### src/rtl/sram_audio_ctrl_if.sv
// SRAM pin bundle between the audio sequencer (master) and the 256Kx16 SRAM (slave).
// Latency: none, wires only.
// Backpressure: none; the SRAM answers every access within the fixed 3-cycle window.
interface sram_audio_ctrl_if #(
  parameter int ADDR_W = 18,
  parameter int DATA_W = 16
);
  logic [ADDR_W-1:0] SRAM_ADDR;
  logic [DATA_W-1:0] SRAM_DQ_O;
  logic [DATA_W-1:0] SRAM_DQ_I;
  logic              SRAM_DQ_OE;
  logic              SRAM_WE_N;
  logic              SRAM_OE_N;
  logic              SRAM_CE_N;
  logic              SRAM_UB_N;
  logic              SRAM_LB_N;

  modport master (
    output SRAM_ADDR, SRAM_DQ_O, SRAM_DQ_OE, SRAM_WE_N, SRAM_OE_N,
    output SRAM_CE_N, SRAM_UB_N, SRAM_LB_N,
    input  SRAM_DQ_I
  );

  modport slave (
    input  SRAM_ADDR, SRAM_DQ_O, SRAM_DQ_OE, SRAM_WE_N, SRAM_OE_N,
    input  SRAM_CE_N, SRAM_UB_N, SRAM_LB_N,
    output SRAM_DQ_I
  );
endinterface

### src/rtl/sram_audio_ctrl.sv
// Audio record/playback sequencer owning the SRAM; one 3-cycle SRAM access in flight at a time.
// Latency: dac_req answered 1 cycle later; write/read 3 cycles each; cur/nxt refetch <= 6 cycles.
// Backpressure: none; ADC samples arriving while the SRAM engine is busy are dropped (sticky overrun).
module sram_audio_ctrl #(
  parameter int ADDR_W   = 18,
  parameter int DATA_W   = 16,
  parameter int MAX_ADDR = 2**18-1
) (
  input  logic              CLK50,
  input  logic              RESET,
  input  logic              start_rec,
  input  logic              start_play,
  input  logic              pause_tgl,
  input  logic              stop,
  input  logic              fast,
  input  logic              interp,
  input  logic [1:0]        speed,
  input  logic              adc_valid,
  input  logic [DATA_W-1:0] adc_sample,
  input  logic              dac_req,
  output logic [DATA_W-1:0] dac_sample,
  output logic              dac_valid,
  output logic [2:0]        state,
  output logic [ADDR_W-1:0] end_addr,
  output logic              overrun,
  sram_audio_ctrl_if.master sram
);

  // Pointers carry one extra bit so "one past MAX_ADDR" and fast-mode overshoot are representable.
  localparam int PW = ADDR_W + 1;
  localparam int MW = DATA_W + 5;

  typedef enum logic [2:0] {
    S_IDLE       = 3'd0,
    S_REC        = 3'd1,
    S_REC_PAUSE  = 3'd2,
    S_PRIME      = 3'd3,
    S_PLAY       = 3'd4,
    S_PLAY_PAUSE = 3'd5
  } state_t;

  state_t st, st_nx;

  logic [PW-1:0]            wr_addr, rd_addr, end_q;
  logic [2:0]               k;
  logic [1:0]               spd_q;
  logic signed [DATA_W-1:0] cur, nxt;

  // SRAM access engine: busy/cyc walk c0..c2; tag selects cur (0) or nxt (1) for a read.
  logic        busy, is_wr, discard, tag, last_wr, fetch_pend;
  logic [1:0]  cyc;
  logic [ADDR_W-1:0] addr_q;
  logic [DATA_W-1:0] dq_o_q;
  logic        dq_oe_q, we_n_q, oe_n_q;

  logic              cmd_abort, cmd_any;
  logic              rd_done, wr_done, has_nxt, fetch_fin;
  logic [PW-1:0]     rec_end, rd_plus1, adv_addr;
  logic [2:0]        k_eff, k_nx;
  logic [3:0]        n_ratio;
  logic              adv_go, adv_end, refetch;
  logic signed [DATA_W:0] diff;
  logic signed [MW-1:0]   prod;
  logic [DATA_W-1:0] play_out;

  assign sram.SRAM_ADDR  = addr_q;
  assign sram.SRAM_DQ_O  = dq_o_q;
  assign sram.SRAM_DQ_OE = dq_oe_q;
  assign sram.SRAM_WE_N  = we_n_q;
  assign sram.SRAM_OE_N  = oe_n_q;
  assign sram.SRAM_CE_N  = 1'b0;
  assign sram.SRAM_UB_N  = 1'b0;
  assign sram.SRAM_LB_N  = 1'b0;
  assign state           = st;
  // A completely full SRAM (2**18) shows as 0 on the 18-bit port; internally it is kept exact.
  assign end_addr        = end_q[ADDR_W-1:0];

  // Playback arithmetic, advance step and access-completion decode.
  always_comb begin
    cmd_abort = stop | start_rec | start_play;
    cmd_any   = cmd_abort | pause_tgl;
    rd_done   = busy && (cyc == 2'd2) && !is_wr && !discard;
    wr_done   = busy && (cyc == 2'd2) && is_wr;
    rd_plus1  = rd_addr + PW'(1);
    has_nxt   = rd_plus1 < end_q;
    fetch_fin = rd_done && (tag || !has_nxt);
    // start_play out of a recording uses the length recorded so far
    rec_end   = (st == S_REC || st == S_REC_PAUSE) ? wr_addr : end_q;
    n_ratio   = 4'd1 << speed;
    // a speed change restarts the interpolation phase
    k_eff     = (speed != spd_q) ? 3'd0 : k;

    diff = {nxt[DATA_W-1], nxt} - {cur[DATA_W-1], cur};
    prod = MW'(diff) * MW'($signed({1'b0, k_eff}));
    if (!fast && interp && speed != 2'd0) play_out = cur + DATA_W'(prod >>> speed);
    else                                  play_out = cur;

    adv_addr = rd_addr;
    k_nx     = k_eff;
    if (speed == 2'd0) begin
      adv_addr = rd_plus1;
      k_nx     = 3'd0;
    end else if (fast) begin
      adv_addr = rd_addr + PW'(n_ratio);
      k_nx     = 3'd0;
    end else if (({1'b0, k_eff} + 4'd1) == n_ratio) begin
      adv_addr = rd_plus1;
      k_nx     = 3'd0;
    end else begin
      k_nx = k_eff + 3'd1;
    end
    adv_go  = (st == S_PLAY) && dac_req && !cmd_any;
    adv_end = adv_addr >= end_q;
    refetch = adv_go && !adv_end && (adv_addr != rd_addr);
  end

  // Next state: commands first (stop > start_rec > start_play > pause), then internal events.
  always_comb begin
    st_nx = st;
    if (stop) begin
      st_nx = S_IDLE;
    end else if (start_rec) begin
      st_nx = S_REC;
    end else if (start_play) begin
      st_nx = (rec_end == '0) ? S_IDLE : S_PRIME;
    end else if (pause_tgl) begin
      case (st)
        S_REC:             st_nx = S_REC_PAUSE;
        S_REC_PAUSE:       st_nx = S_REC;
        S_PRIME, S_PLAY:   st_nx = S_PLAY_PAUSE;
        S_PLAY_PAUSE:      st_nx = S_PLAY;
        default:           st_nx = st;
      endcase
    end else begin
      case (st)
        S_REC, S_REC_PAUSE: if (wr_done && last_wr) st_nx = S_IDLE;
        S_PRIME:            if (fetch_fin) st_nx = S_PLAY;
        S_PLAY:             if (adv_go && adv_end) st_nx = S_IDLE;
        default:            st_nx = st;
      endcase
    end
  end

  // State register.
  always_ff @(posedge CLK50) begin
    if (RESET) st <= S_IDLE;
    else       st <= st_nx;
  end

  // Datapath: DAC response, SRAM engine, recording, playback pointers and command side effects.
  always_ff @(posedge CLK50) begin
    if (RESET) begin
      dac_sample <= '0;
      dac_valid  <= 1'b0;
      overrun    <= 1'b0;
      end_q      <= '0;
      wr_addr    <= '0;
      rd_addr    <= '0;
      k          <= '0;
      spd_q      <= '0;
      cur        <= '0;
      nxt        <= '0;
      busy       <= 1'b0;
      cyc        <= '0;
      is_wr      <= 1'b0;
      discard    <= 1'b0;
      tag        <= 1'b0;
      last_wr    <= 1'b0;
      fetch_pend <= 1'b0;
      addr_q     <= '0;
      dq_o_q     <= '0;
      dq_oe_q    <= 1'b0;
      we_n_q     <= 1'b1;
      oe_n_q     <= 1'b1;
    end else begin
      dac_valid <= dac_req;
      if (dac_req) dac_sample <= (st == S_PLAY) ? play_out : '0;

      // engine sequencing; WE_N is low only during c1, data held through c2
      if (busy) begin
        cyc <= cyc + 2'd1;
        if (cyc == 2'd0) begin
          we_n_q <= !is_wr;
        end else if (cyc == 2'd1) begin
          we_n_q <= 1'b1;
        end else begin
          busy    <= 1'b0;
          cyc     <= 2'd0;
          dq_oe_q <= 1'b0;
          oe_n_q  <= 1'b1;
        end
      end

      // read capture; a cur read chains straight into the nxt read
      if (rd_done) begin
        if (tag) begin
          nxt <= sram.SRAM_DQ_I;
        end else begin
          cur <= sram.SRAM_DQ_I;
          if (has_nxt) begin
            busy   <= 1'b1;
            cyc    <= 2'd0;
            oe_n_q <= 1'b0;
            tag    <= 1'b1;
            addr_q <= rd_plus1[ADDR_W-1:0];
          end else begin
            nxt <= sram.SRAM_DQ_I;
          end
        end
      end

      // deferred cur/nxt fetch once the engine is free
      if (fetch_pend && !busy && !cmd_abort) begin
        busy       <= 1'b1;
        cyc        <= 2'd0;
        is_wr      <= 1'b0;
        discard    <= 1'b0;
        tag        <= 1'b0;
        oe_n_q     <= 1'b0;
        addr_q     <= rd_addr[ADDR_W-1:0];
        fetch_pend <= 1'b0;
      end

      // recording: accept into an idle engine, otherwise drop and flag
      if (st == S_REC && adc_valid && !cmd_abort) begin
        if (busy) begin
          overrun <= 1'b1;
        end else begin
          busy    <= 1'b1;
          cyc     <= 2'd0;
          is_wr   <= 1'b1;
          discard <= 1'b0;
          addr_q  <= wr_addr[ADDR_W-1:0];
          dq_o_q  <= adc_sample;
          dq_oe_q <= 1'b1;
          wr_addr <= wr_addr + PW'(1);
          last_wr <= (wr_addr == PW'(MAX_ADDR));
        end
      end

      // memory full: the write to MAX_ADDR has landed
      if (wr_done && last_wr && (st == S_REC || st == S_REC_PAUSE) && !cmd_abort) begin
        end_q   <= PW'(MAX_ADDR) + PW'(1);
        last_wr <= 1'b0;
      end

      // playback advance; a read still in flight is stale and gets replaced
      if (adv_go) begin
        rd_addr <= adv_addr;
        k       <= k_nx;
        spd_q   <= speed;
        if (refetch) begin
          if (busy) begin
            discard    <= 1'b1;
            fetch_pend <= 1'b1;
          end else begin
            busy    <= 1'b1;
            cyc     <= 2'd0;
            is_wr   <= 1'b0;
            discard <= 1'b0;
            tag     <= 1'b0;
            oe_n_q  <= 1'b0;
            addr_q  <= adv_addr[ADDR_W-1:0];
          end
        end
      end

      // start/stop: any read in flight belongs to the abandoned operation; writes still finish
      if (cmd_abort) begin
        discard    <= 1'b1;
        fetch_pend <= 1'b0;
        last_wr    <= 1'b0;
        if ((st == S_REC || st == S_REC_PAUSE) && (stop || !start_rec)) end_q <= wr_addr;
        if (!stop && start_rec) begin
          wr_addr <= '0;
        end else if (!stop && start_play && rec_end != '0) begin
          rd_addr    <= '0;
          k          <= '0;
          spd_q      <= speed;
          fetch_pend <= 1'b1;
        end
      end
    end
  end

endmodule

### src/flat_wrapper.sv
// flat-port wrapper written by rule: the top's interface ports become plain ports
module sram_audio_ctrl_flat 
#(
  parameter int ADDR_W   = 18,
  parameter int DATA_W   = 16,
  parameter int MAX_ADDR = 2**18-1
)
  (CLK50, RESET, start_rec, start_play, pause_tgl, stop, fast, interp, speed, adc_valid, adc_sample, dac_req, dac_sample, dac_valid, state, end_addr, overrun, sram_SRAM_ADDR, sram_SRAM_DQ_O, sram_SRAM_DQ_OE, sram_SRAM_WE_N, sram_SRAM_OE_N, sram_SRAM_CE_N, sram_SRAM_UB_N, sram_SRAM_LB_N, sram_SRAM_DQ_I);
  sram_audio_ctrl_if #(.ADDR_W(ADDR_W), .DATA_W(DATA_W)) sram_i ();
  input  logic CLK50;
  input  logic RESET;
  input  logic start_rec;
  input  logic start_play;
  input  logic pause_tgl;
  input  logic stop;
  input  logic fast;
  input  logic interp;
  input  logic [1:0] speed;
  input  logic adc_valid;
  input  logic [DATA_W-1:0] adc_sample;
  input  logic dac_req;
  output logic [DATA_W-1:0] dac_sample;
  output logic dac_valid;
  output logic [2:0] state;
  output logic [ADDR_W-1:0] end_addr;
  output logic overrun;
  output wire logic [$bits(sram_i.SRAM_ADDR)-1:0] sram_SRAM_ADDR;
  output wire logic [$bits(sram_i.SRAM_DQ_O)-1:0] sram_SRAM_DQ_O;
  output wire logic [$bits(sram_i.SRAM_DQ_OE)-1:0] sram_SRAM_DQ_OE;
  output wire logic [$bits(sram_i.SRAM_WE_N)-1:0] sram_SRAM_WE_N;
  output wire logic [$bits(sram_i.SRAM_OE_N)-1:0] sram_SRAM_OE_N;
  output wire logic [$bits(sram_i.SRAM_CE_N)-1:0] sram_SRAM_CE_N;
  output wire logic [$bits(sram_i.SRAM_UB_N)-1:0] sram_SRAM_UB_N;
  output wire logic [$bits(sram_i.SRAM_LB_N)-1:0] sram_SRAM_LB_N;
  input wire logic [$bits(sram_i.SRAM_DQ_I)-1:0] sram_SRAM_DQ_I;
  assign sram_SRAM_ADDR = sram_i.SRAM_ADDR;
  assign sram_SRAM_DQ_O = sram_i.SRAM_DQ_O;
  assign sram_SRAM_DQ_OE = sram_i.SRAM_DQ_OE;
  assign sram_SRAM_WE_N = sram_i.SRAM_WE_N;
  assign sram_SRAM_OE_N = sram_i.SRAM_OE_N;
  assign sram_SRAM_CE_N = sram_i.SRAM_CE_N;
  assign sram_SRAM_UB_N = sram_i.SRAM_UB_N;
  assign sram_SRAM_LB_N = sram_i.SRAM_LB_N;
  assign sram_i.SRAM_DQ_I = sram_SRAM_DQ_I;
  sram_audio_ctrl #(.ADDR_W(ADDR_W), .DATA_W(DATA_W), .MAX_ADDR(MAX_ADDR)) u_core (.CLK50(CLK50), .RESET(RESET), .start_rec(start_rec), .start_play(start_play), .pause_tgl(pause_tgl), .stop(stop), .fast(fast), .interp(interp), .speed(speed), .adc_valid(adc_valid), .adc_sample(adc_sample), .dac_req(dac_req), .dac_sample(dac_sample), .dac_valid(dac_valid), .state(state), .end_addr(end_addr), .overrun(overrun), .sram(sram_i));
endmodule
### config.mk
export PLATFORM = sky130hd
export DESIGN_NAME = sram_audio_ctrl_flat
export DESIGN_NICKNAME = d
export VERILOG_FILES = /design/src/rtl/sram_audio_ctrl_if.sv /design/src/rtl/sram_audio_ctrl.sv /design/src/flat_wrapper.sv
export SDC_FILE = /design/constraint.sdc
export NUM_CORES = 1
export LEC_CHECK = 0
export CORE_ASPECT_RATIO = 1.5
export CORE_UTILIZATION = 55
export CTS_CLUSTER_DIAMETER = 80
export DETAILED_ROUTE_END_ITERATION = 12
export DONT_BUFFER_PORTS = 1
export PLACE_DENSITY = 0.68
export SYNTH_ARGS = -nofsm -noshare
export SYNTH_HDL_FRONTEND = slang
export SYNTH_SLANG_ARGS = --single-unit
export TNS_END_PERCENT = 10
### constraint.sdc
create_clock -name CLK50 -period 18.7 [get_ports CLK50]
set_input_delay 2.805 -clock CLK50 [delete_from_list [all_inputs] [get_ports CLK50]]
set_output_delay 2.805 -clock CLK50 [all_outputs]
set_load 0.05 [all_outputs]
* Word-level counts from Yosys, hierarchy flattened *
Cells that the tools add are included.

operators by class
  $add $sub $neg = 8
  multipliers = 1
  $lt $le $gt $ge = 2
  eq/ne operators = 20
  shifts and indexed selects = 2
  multiplexer cells = 117
  bitwise logic cells = 5
  reduce and logical (&&, ||, !) cells = 56

operator list
  operator                                               count
  two-way mux 19 bit                                     15
  two-way mux 18 bit                                     9
  two-way mux 16 bit                                     4
  two-way mux 1 bit                                      57
  two-way mux 3 bit                                      13
  adder 19 x 1 -> 19 bit, second input constant          2
  two-way mux 2 bit                                      17
  logical AND 1 bit                                      23
  multiplier 17 x 4 -> 21 bit                            1
  >>> shifter 21 x 2 -> 16 bit                           1
  adder 19 x 4 -> 19 bit                                 1
  equality test 19 x 18 -> 1 bit, second input constant  1
  >= comparator 19 bit                                   1
  logical NOT 19 bit                                     1
  less-than comparator 19 bit                            1
  != test 19 bit                                         1
  nonzero test 19 bit                                    1
  subtractor 16 x 16 -> 17 bit                           1
  adder 16 bit                                           1
  case mux 3 bit (4 select lines)                        1
  logical NOT 1 bit                                      10
  != test 5 x 4 -> 1 bit, second input constant          2
  AND reduction 2 bit                                    5
  AND reduction 5 bit                                    2
  other kinds (27)                                       40

storage, ports and cells
  register bits = 160
  input bits = 44
  output and inout port bits = 79
  word-level logic and storage cells = 235

* Logic depth before layout (Yosys ltp) *
  word-level depth = 14
  depth in mapped cells = 34
  gate-level depth less buffers = 34

* Worst setup path before layout *
OpenSTA, ideal clock, no wires.

  path type = in2reg
  start = input port speed[0]
  end = register u_core.dac_sample[15]
  setup time = 131 ps
  arrival time = 8369 ps
  path slack = 10200 ps
  stages on the path = 28
  path through = buf_4 > xnor2_1 > and2_1 > clkbuf_1 > nand2_1 > clkbuf_1 > nor2_1 > ha_1 > inv_1 > fa_1 > inv_1 > ha_1 > a21o_1 > a221o_1 > o21a_1 > o21a_1 > o31ai_1 > mux2_2 > mux2i_1 > ha_1 > a21boi_0 > nand4_1 > a31o_2 > o21ai_0 > a31oi_1 > and3_1 > a2111oi_0 > nand2_1

on the way
  cells in the longest elaborated chain, start to end = 7

RTL lines
  element                       RTL line                RTL
  from (decl)                   flat_wrapper.sv:18      input logic [1:0] speed;
  != test 2 bit                 sram_audio_ctrl.sv:91   k_eff = (speed != spd_q) ? 3'd0 : k;
  two-way mux 3 bit             sram_audio_ctrl.sv:91
  multiplier 17 x 4 -> 21 bit   sram_audio_ctrl.sv:94   prod = MW'(diff) * MW'($signed({1'b0, k_eff}));
  >>> shifter 21 x 2 -> 16 bit  sram_audio_ctrl.sv:95   if (!fast && interp && speed != 2'd0) play_out = cur + DATA_W'(prod >>> speed);
  adder 16 bit                  sram_audio_ctrl.sv:95
  two-way mux 16 bit (*)        sram_audio_ctrl.sv:95
  two-way mux 16 bit (*)        sram_audio_ctrl.sv:177  if (dac_req) dac_sample <= (st == S_PLAY) ? play_out : '0;
  to (signal assigned)          sram_audio_ctrl.sv:177
  to (decl)                     sram_audio_ctrl.sv:21   output logic [DATA_W-1:0] dac_sample,

Mark *: on every way between the ends. The rest lies on a longest branch, timed or not.
A chain may end at the register's enable or synchronous reset.

* Final worst setup path *
Ends and elaborated chain as after synthesis.

==> summary.md <==
The run finished with clean final reports. After clock tree synthesis, the clock-pin slew on the worst setup and hold paths is 0.07 ns. For the count of H-tree levels built during CTS, the log shows 4. Once detailed placement completed, the half-perimeter wirelength came to 29300 um.

The startpoint of the worst hold path is u_core.nxt[0]. The via count is 11600. Capturing element type of the critical path: a register. The synthesized netlist contains 85 unique library cells. The number of sinks driven by the clock tree came out at 160.

In this design, the stage delay of the slowest critical-path cell is 0.59 ns. The logs give 0.475 for the clock share of power and 0 for the total of warnings raised by yosys. At the worst endpoint, the arrival time is 9.22 ns. For the fraction of power consumed by combinational cells, the log shows 0.055. The worst setup path category was in2reg. In this run the worst path has a maximum fanout of 27. The worst register-to-register path begins at u_core.cur[1]. The tools report the global-route total usage across every layer as 0.325. Port buffering added 0 buffers. Power spread over the standard cell area amounts to 56.0 nW/um^2.

For the worst setup path, the data required time is 19.02 ns. Across the VDD grid, the largest voltage drop is 111 uV. The post-synthesis cell area is 12600 um^2, and the worst max-slew margin expressed relative to the limit is 0.304.

The logs give 967 for the count of routing violations after the opening detailed-route iteration and 38200 um for the wire length after detailed routing. Counting cells, the worst reg-to-reg path comes to 30. The number of failing setup endpoints in the final timing report came out at 0. The initial core utilization is 0.562. The nature of the critical path startpoint is an input pin. Counting flops with a built-in enable in the synthesized netlist gives 0.

For flop-to-flop paths, the worst setup slack is 10.95 ns. The number of instances on the worst hold path was 2; the die extent in x was 126 um. The share of the synthesized area in the top cell type was 0.254.

The final number of max-transition violations came out at 0. The final design utilization is 0.584, and the switching share of power is 0.260. The hold violation count in the final report came out at 0.

The number of buffers between clock root and the deepest sink was 2; the height of the die was 188 um. The ratio of cells with drive above 1 in the final layout is 0.0496, and the sum of negative setup slack is 0 ns. Internal power comes to 545 uW.

The logs give 11200 for the number of global-route vias before repair and 23600 um^2 for the die area. The cell with the most instances on the worst path was ha_1. The slowest stage of the critical path is the fa_1 cell. The logs give 0.254 for the portion of the post-synthesis area used by sequential elements and 22500 um^2 for the placeable core area.

The final cycle utilization of the critical path works out to 0.476. For the leakage dissipation, the log shows 5.50 nW. Dominant combinational cell family by area after synthesis: simple AND/OR/NAND/NOR gates. The share of the synthesized area in compound gates (AO/OA/AOI/OAI) is 0.207, and the residual DRC count is 0. In this run the mean area of a mapped cell was 7.63 um^2. The post-synthesis register bit count was 160; the async set-reset flop share out of synthesis was 0. Synthesis produced 1655 cells. The most numerous cell in the Yosys netlist was nor2_1. Dividing the detail-routed wire length by the instance count gives 20.5 um. The simple-gate share of the synthesized area was 0.210.

At the end of routability-driven placement, the weighted congestion stood at 0.956. For the number of setup buffers added after CTS, the log shows 0. After synthesis, the most frequently instantiated cells are 183 x nor2_1, 179 x nand2_1, 160 x dfxtp_1, 133 x a21oi_1, 129 x inv_1.

Dividing the detail-routed via count by the number of cells gives 6.23. Setup repair after global routing left no endpoint under its margin. The I/O pin count came out at 123. In the synthesized netlist the dominant register cell turns out to be dfxtp_1. The xor-xnor portion of the synthesized cell area was 0.0659; the power share of the sequential group was 0.470. The repair_antennas step left the layout with diodes totalling 0. TritonCTS built the clock tree. By area the synthesized netlist is led by dfxtp_1 25%, ha_1 11%, nor2_1 5.4%. Post-synthesis mux area share: 0.0434. The first global-routing pass estimated 59800 um of wire.

The first detailed-routing pass ran for 6 iterations. Global routing finished with a remaining overflow of 0. The max-cap violation count was 0.

The tools report the post-cts sizing count as 0. Area share of fa/ha/maj cells after synthesis: 0.139. From synthesis to final layout, the design area changed by 3.97%. Clock tree synthesis inserted a total of 17 buffers. The detail route stage leaves a number of antenna-violating nets equal to 0.

For hold timing, the worst endpoint is u_core.nxt[0]. The worst clock skew came out at 0.0123 ns. At the pin with the least slew margin, the transition time is 1.03 ns. The worst path in the final design needs a cycle of 8.91 ns, including I/O delays and setup.

The reg-to-reg endpoint was u_core.dac_sample[15]. In this run the clock root is driven by a clkbuf_16. Entering global routing, the biggest net connects 105 pins.

The tightest min-delay check is of the reg2reg type. For the worst-skew pair, the clock arrives at the later sink with an insertion delay of 0.45 ns. The tools report the peak clock frequency supported by timing as 112 MHz.

The initial antenna violation count was 0; the number of nets in the final layout was 1751. Summed over all instances, the cell type with the most area after synthesis is dfxtp_1. The cell row count was 67. After clock tree synthesis, the flow added hold-fix buffers numbering 0.

The net load switching power is 191 uW.
## how the worst max path moves through the flow
| stage | startpoint | end | slack [ns] |
|---|---|---|---|
| after CTS | speed[0] | u_core.dac_sample[15] | 9.85 |
| after detailed placement | speed[0] | u_core.dac_sample[15] | 9.39 |
| after floorplan | speed[0] | u_core.dac_sample[15] | 10.20 |
| after global placement | speed[0] | u_core.dac_sample[15] | 9.49 |
| after global routing | speed[0] | u_core.sram.SRAM_ADDR[4] | 9.44 |
| final | speed[0] | u_core.dac_sample[15] | 9.79 |
## per-stage QoR
| stage | std cells | worst slack, ns | total power [mW] | hold WS (ns) | area [um^2] |
|---|---|---|---|---|---|
| detailed placement | 1836 | 9.39 | 0.393 | 0.487 | 12600 |
| global placement | 1836 | 9.49 | 0.393 | 0.477 | 12600 |
| finish | 1868 | 9.79 | 0.736 | 0.504 | 13100 |
| global route | 1868 | 9.44 | 0.757 | 0.509 | 13100 |
| CTS | 1868 | 9.85 | 0.738 | 0.498 | 13100 |
| floorplan | 1657 | 10.20 | 0.388 | 0.463 | 12600 |
## layout make-up
type / instances / area (um^2)
multi-input combinational: 1258 / 8440
clock inverter: 13 / 125
clock buffer: 19 / 443
fill: 2161 / 9340
tap: 276 / 345
timing repair buffer: 11 / 82.6
sequential: 160 / 3200
inverter: 131 / 492
## flip-flops by register name, indices dropped and copies added, names as in the netlist, 2 cells and up
| name | flops |
|---|---|
| u_core.end_q | 19 |
| u_core.rd_addr | 19 |
| u_core.wr_addr | 19 |
| u_core.sram.SRAM_ADDR | 18 |
| u_core.cur | 16 |
| u_core.dac_sample | 16 |
| u_core.nxt | 16 |
| u_core.sram.SRAM_DQ_O | 16 |
| u_core.k | 3 |
| u_core.state | 3 |
| u_core.cyc | 2 |
| u_core.spd_q | 2 |
## routing by layer
layer,vias up,routed length (um),track usage
li1,5609,-,-
met1,5453,13900,0.337
met2,435,19500,0.583
met3,139,2080,0.0551
met4,0,2810,0.243
met5,-,0,0
## cell families after synthesis
family | count (synthesis)
AOI/OAI and AO/OA | 401
other | 1
xor gates and xnor gates | 95
and+or+nand+nor | 577
adders and majority gates | 129
DFF | 160
muxes | 53
buffers and inverters | 239
## power by group through the flow
stage | clock [mW] | combinational (mW) | sequential (mW)
finish | 0.349 | 0.0405 | 0.346
global route | 0.368 | 0.0437 | 0.346
CTS | 0.352 | 0.0396 | 0.346
detailed placement | 0 | 0.0395 | 0.354
global placement | 0 | 0.0392 | 0.354
floorplan | 0 | 0.0356 | 0.353
## worst max-delay path: cells and delay by family
family          cells  cell delay, ns
xor+xnor            1            0.12
simple gates        6            1.27
mux                 2            0.37
fa+ha+maj           4            1.53
compound gates     10            3.00
buf+inv             2            0.11
## placed cells by master, fill, tap and decap left out, types with 17 or more instances in the layout
cell type / synthesis / routed
xor2_1: 37 / 37
nor3_1: 38 / 37
dfxtp_1: 160 / 160
nor2_1: 183 / 183
nand4_1: 22 / 22
a21oi_1: 133 / 133
mux2i_1: 48 / 48
o21ai_0: 73 / 72
a21o_1: 28 / 28
nand3_1: 38 / 38
clkbuf_16: 0 / 17
fa_1: 19 / 19
nor2b_1: 18 / 18
ha_1: 109 / 109
xnor2_1: 58 / 58
nand2_1: 179 / 179
a22oi_1: 32 / 32
inv_1: 129 / 129
Note: power is estimated with default switching activity, not from simulation.
==> edit, RTL diff (same settings) <==
Remove the register `dac_valid`: a continuous assignment takes its place, so the output `dac_valid` follows one clock earlier.
--- a/src/rtl/sram_audio_ctrl.sv
+++ b/src/rtl/sram_audio_ctrl.sv
@@ -152,5 +152,4 @@
     if (RESET) begin
       dac_sample <= '0;
-      dac_valid  <= 1'b0;
       overrun    <= 1'b0;
       end_q      <= '0;
@@ -174,5 +173,4 @@
       oe_n_q     <= 1'b1;
     end else begin
-      dac_valid <= dac_req;
       if (dac_req) dac_sample <= (st == S_PLAY) ? play_out : '0;
 
@@ -284,4 +282,6 @@
   end
 
+  assign dac_valid = dac_req;
+
 endmodule
 
Check against the original RTL: not equivalent (a bounded check fails within 4 cycles, from zero or initial values and one cycle with RESET high).
==> edit against the original RTL <==
- final area is 2.6% higher
- worst setup slack better by 0.61 ns
- routed wire length is 4.0% higher
- sequential share of layout area is 0.76 points lower
- area after synthesis is 2.3% higher
- fmax is 7.4% higher
- total power is 1.7% higher
- critical endpoint is now u_core.sram.SRAM_ADDR[0]
- die area is 2.3% higher
- sequential cell count is 1 lower
- clock power is 3% higher
==> edit: results (changes against the original RTL) <==
Clock tree
  • Clock Pin Slew Worst Setup and Hold Paths: 0.07 ns (about the same)
  • Htree depth: 4 (unchanged)
  • CTS Root Buffer Type: clkbuf_16
  • CTS max path bufs: 2 (unchanged)
  • Post-CTS Setup Repair Bufs: 0 (unchanged)

Setup path
  • CP max stage delay: 0.93 ns (+0.34 ns)
  • CP Max Fanout: 33 (+22%)
  • Flop2flop setup slack: 11.49 ns (+0.54 ns)
  • Slowest CP cell: nor4_2
  • Crit path max-delay family: compound AO/OA/AOI/OAI gates
  • CP arrival: 8.66 ns (-0.56 ns)
  • R2R depth: 33 (+10%)

Final layout
  • Clkbuf count: 19 (unchanged)
  • Multi-Input Combinational: 1283 (+2.0%)
  • Fill count: 2201 (+1.9%)
  • Register Area: 0.00318 sq mm (-0.63%)
  • Nets: 1772 (+1.2%)
  • Final clock-cell share: 4.44% (+0.11 points)
  • Biggest registers after layout: u_core.end_q x19, u_core.rd_addr x19, u_core.wr_addr x19
  • Ant. Diodes: 0 (unchanged)
  • Num sequential: 159 (-0.63%)
  • Count of non-CTS inverters in the layout: 130 (-0.76%)
  • Multi-input logic area: 0.00874 sq mm (+3.6%)
  • Layout cell share with drive strength beyond 1: 6.14% (+1.2 points)
  • Buffers excl. clock: 9 (-2)
  • Non-clk buf share: 0.502% (-0.13 points)

Min path
  • Hold wc startpoint: u_core.cur[15]
  • Hold Path End: u_core.cur[15]
  • Hold path depth: 2 (unchanged)

Power
  • Peak supply drop: 65.6 uV (-41%)
  • Pleak: 5.65 nW (+2.7%)

Drt
  • WL final: 39.8 mm (+4.0%)
  • 1st-iter DRT viols: 854 (-12%)
  • Vias: 11700 (+0.53%)
  • Router iterations before antenna repair: 6 (unchanged)

Global route
  • Met2 GRT Util: 60.7% (+2.4 points)
  • First-pass GRT wire length: 61.7 mm (+3.2%)
  • M1 GR Usage: 34.7% (+1.0 points)
  • M3 GR Usage: 5.20% (-0.30 points)
  • GRT Util Overall: 33.4% (+0.91 points)
  • Largest net degree at the start of global routing: 117 (+11%)
  • Vias in the first global route: 11300 (+1.5%)

Yosys
  • Most instantiated cells after synthesis: nor2_1, nand2_1, dfxtp_1
  • Ranking of synthesized cells by area: dfxtp_1, ha_1, nor2_1
  • Synth Warn #: 0 (unchanged)
  • Sequential area share after synthesis: 24.6% (-0.74 points)
  • Yosys cell types: 97 (+14%)

Placement
  • Gpl congestion: 0.955 (-0.17%)
  • Port Buf Inserts: 0 (unchanged)
  • Post-DP HPWL: 30.3 mm (+3.3%)

Timing
  • Fin Clk Skew: 0.0142 ns (+0.00191 ns)
  • Max transition margin: 27.7% (-2.7 points)

Status
  • Status: complete, no violations
==> edit: worst max path at each step <==
stage,to,slack [ns]
finish,u_core.sram.SRAM_ADDR[0],10.40
detailed placement,u_core.dac_sample[15],9.97
global placement,u_core.dac_sample[15],10.08
global route,u_core.dac_sample[15],9.95
CTS,u_core.dac_sample[15],10.40
floorplan,u_core.dac_sample[15],10.29
==> edit: cells by family after synthesis <==
logic type | share of synthesized area, %
AOI/OAI and AO/OA | 20.4
xor gates and xnor gates | 6.43
adders and majority gates | 13.5
buffers and inverters | 7.91
DFF | 24.6
muxes | 5.24
other | 0.0290
and+or+nand+nor | 21.8
==> edit: power breakdown <==
| group | total, mW | leakage (nW) | switching, mW | internal [mW] |
|---|---|---|---|---|
| clock | 0.359 | 0.293 | 0.163 | 0.196 |
| sequential | 0.344 | 1.28 | 0.00472 | 0.340 |
| combinational | 0.0443 | 4.08 | 0.0288 | 0.0156 |
| total | 0.748 | 5.65 | 0.197 | 0.551 |
==> edit: per-stage QoR <==
step | util, % | std cells | hold slack (ns) | cell area [sq um] | worst slack (ns)
after detailed placement | 55.8 | 1896 | 0.470 | 12900 | 9.97
after floorplan | - | 1687 | 0.450 | 12900 | 10.29
after global routing | 58.4 | 1928 | 0.506 | 13500 | 9.95
after CTS | 58.4 | 1928 | 0.482 | 13500 | 10.40
after global placement | 55.8 | 1896 | 0.460 | 12900 | 10.08
final | 58.4 | 1928 | 0.480 | 13500 | 10.40
==> edit: metal layers <==
layer	vias to the layer above	share of wire (%)
li1	5660	-
met3	132	5.2
met4	0	7.5
met5	-	0
met2	404	51
met1	5502	36
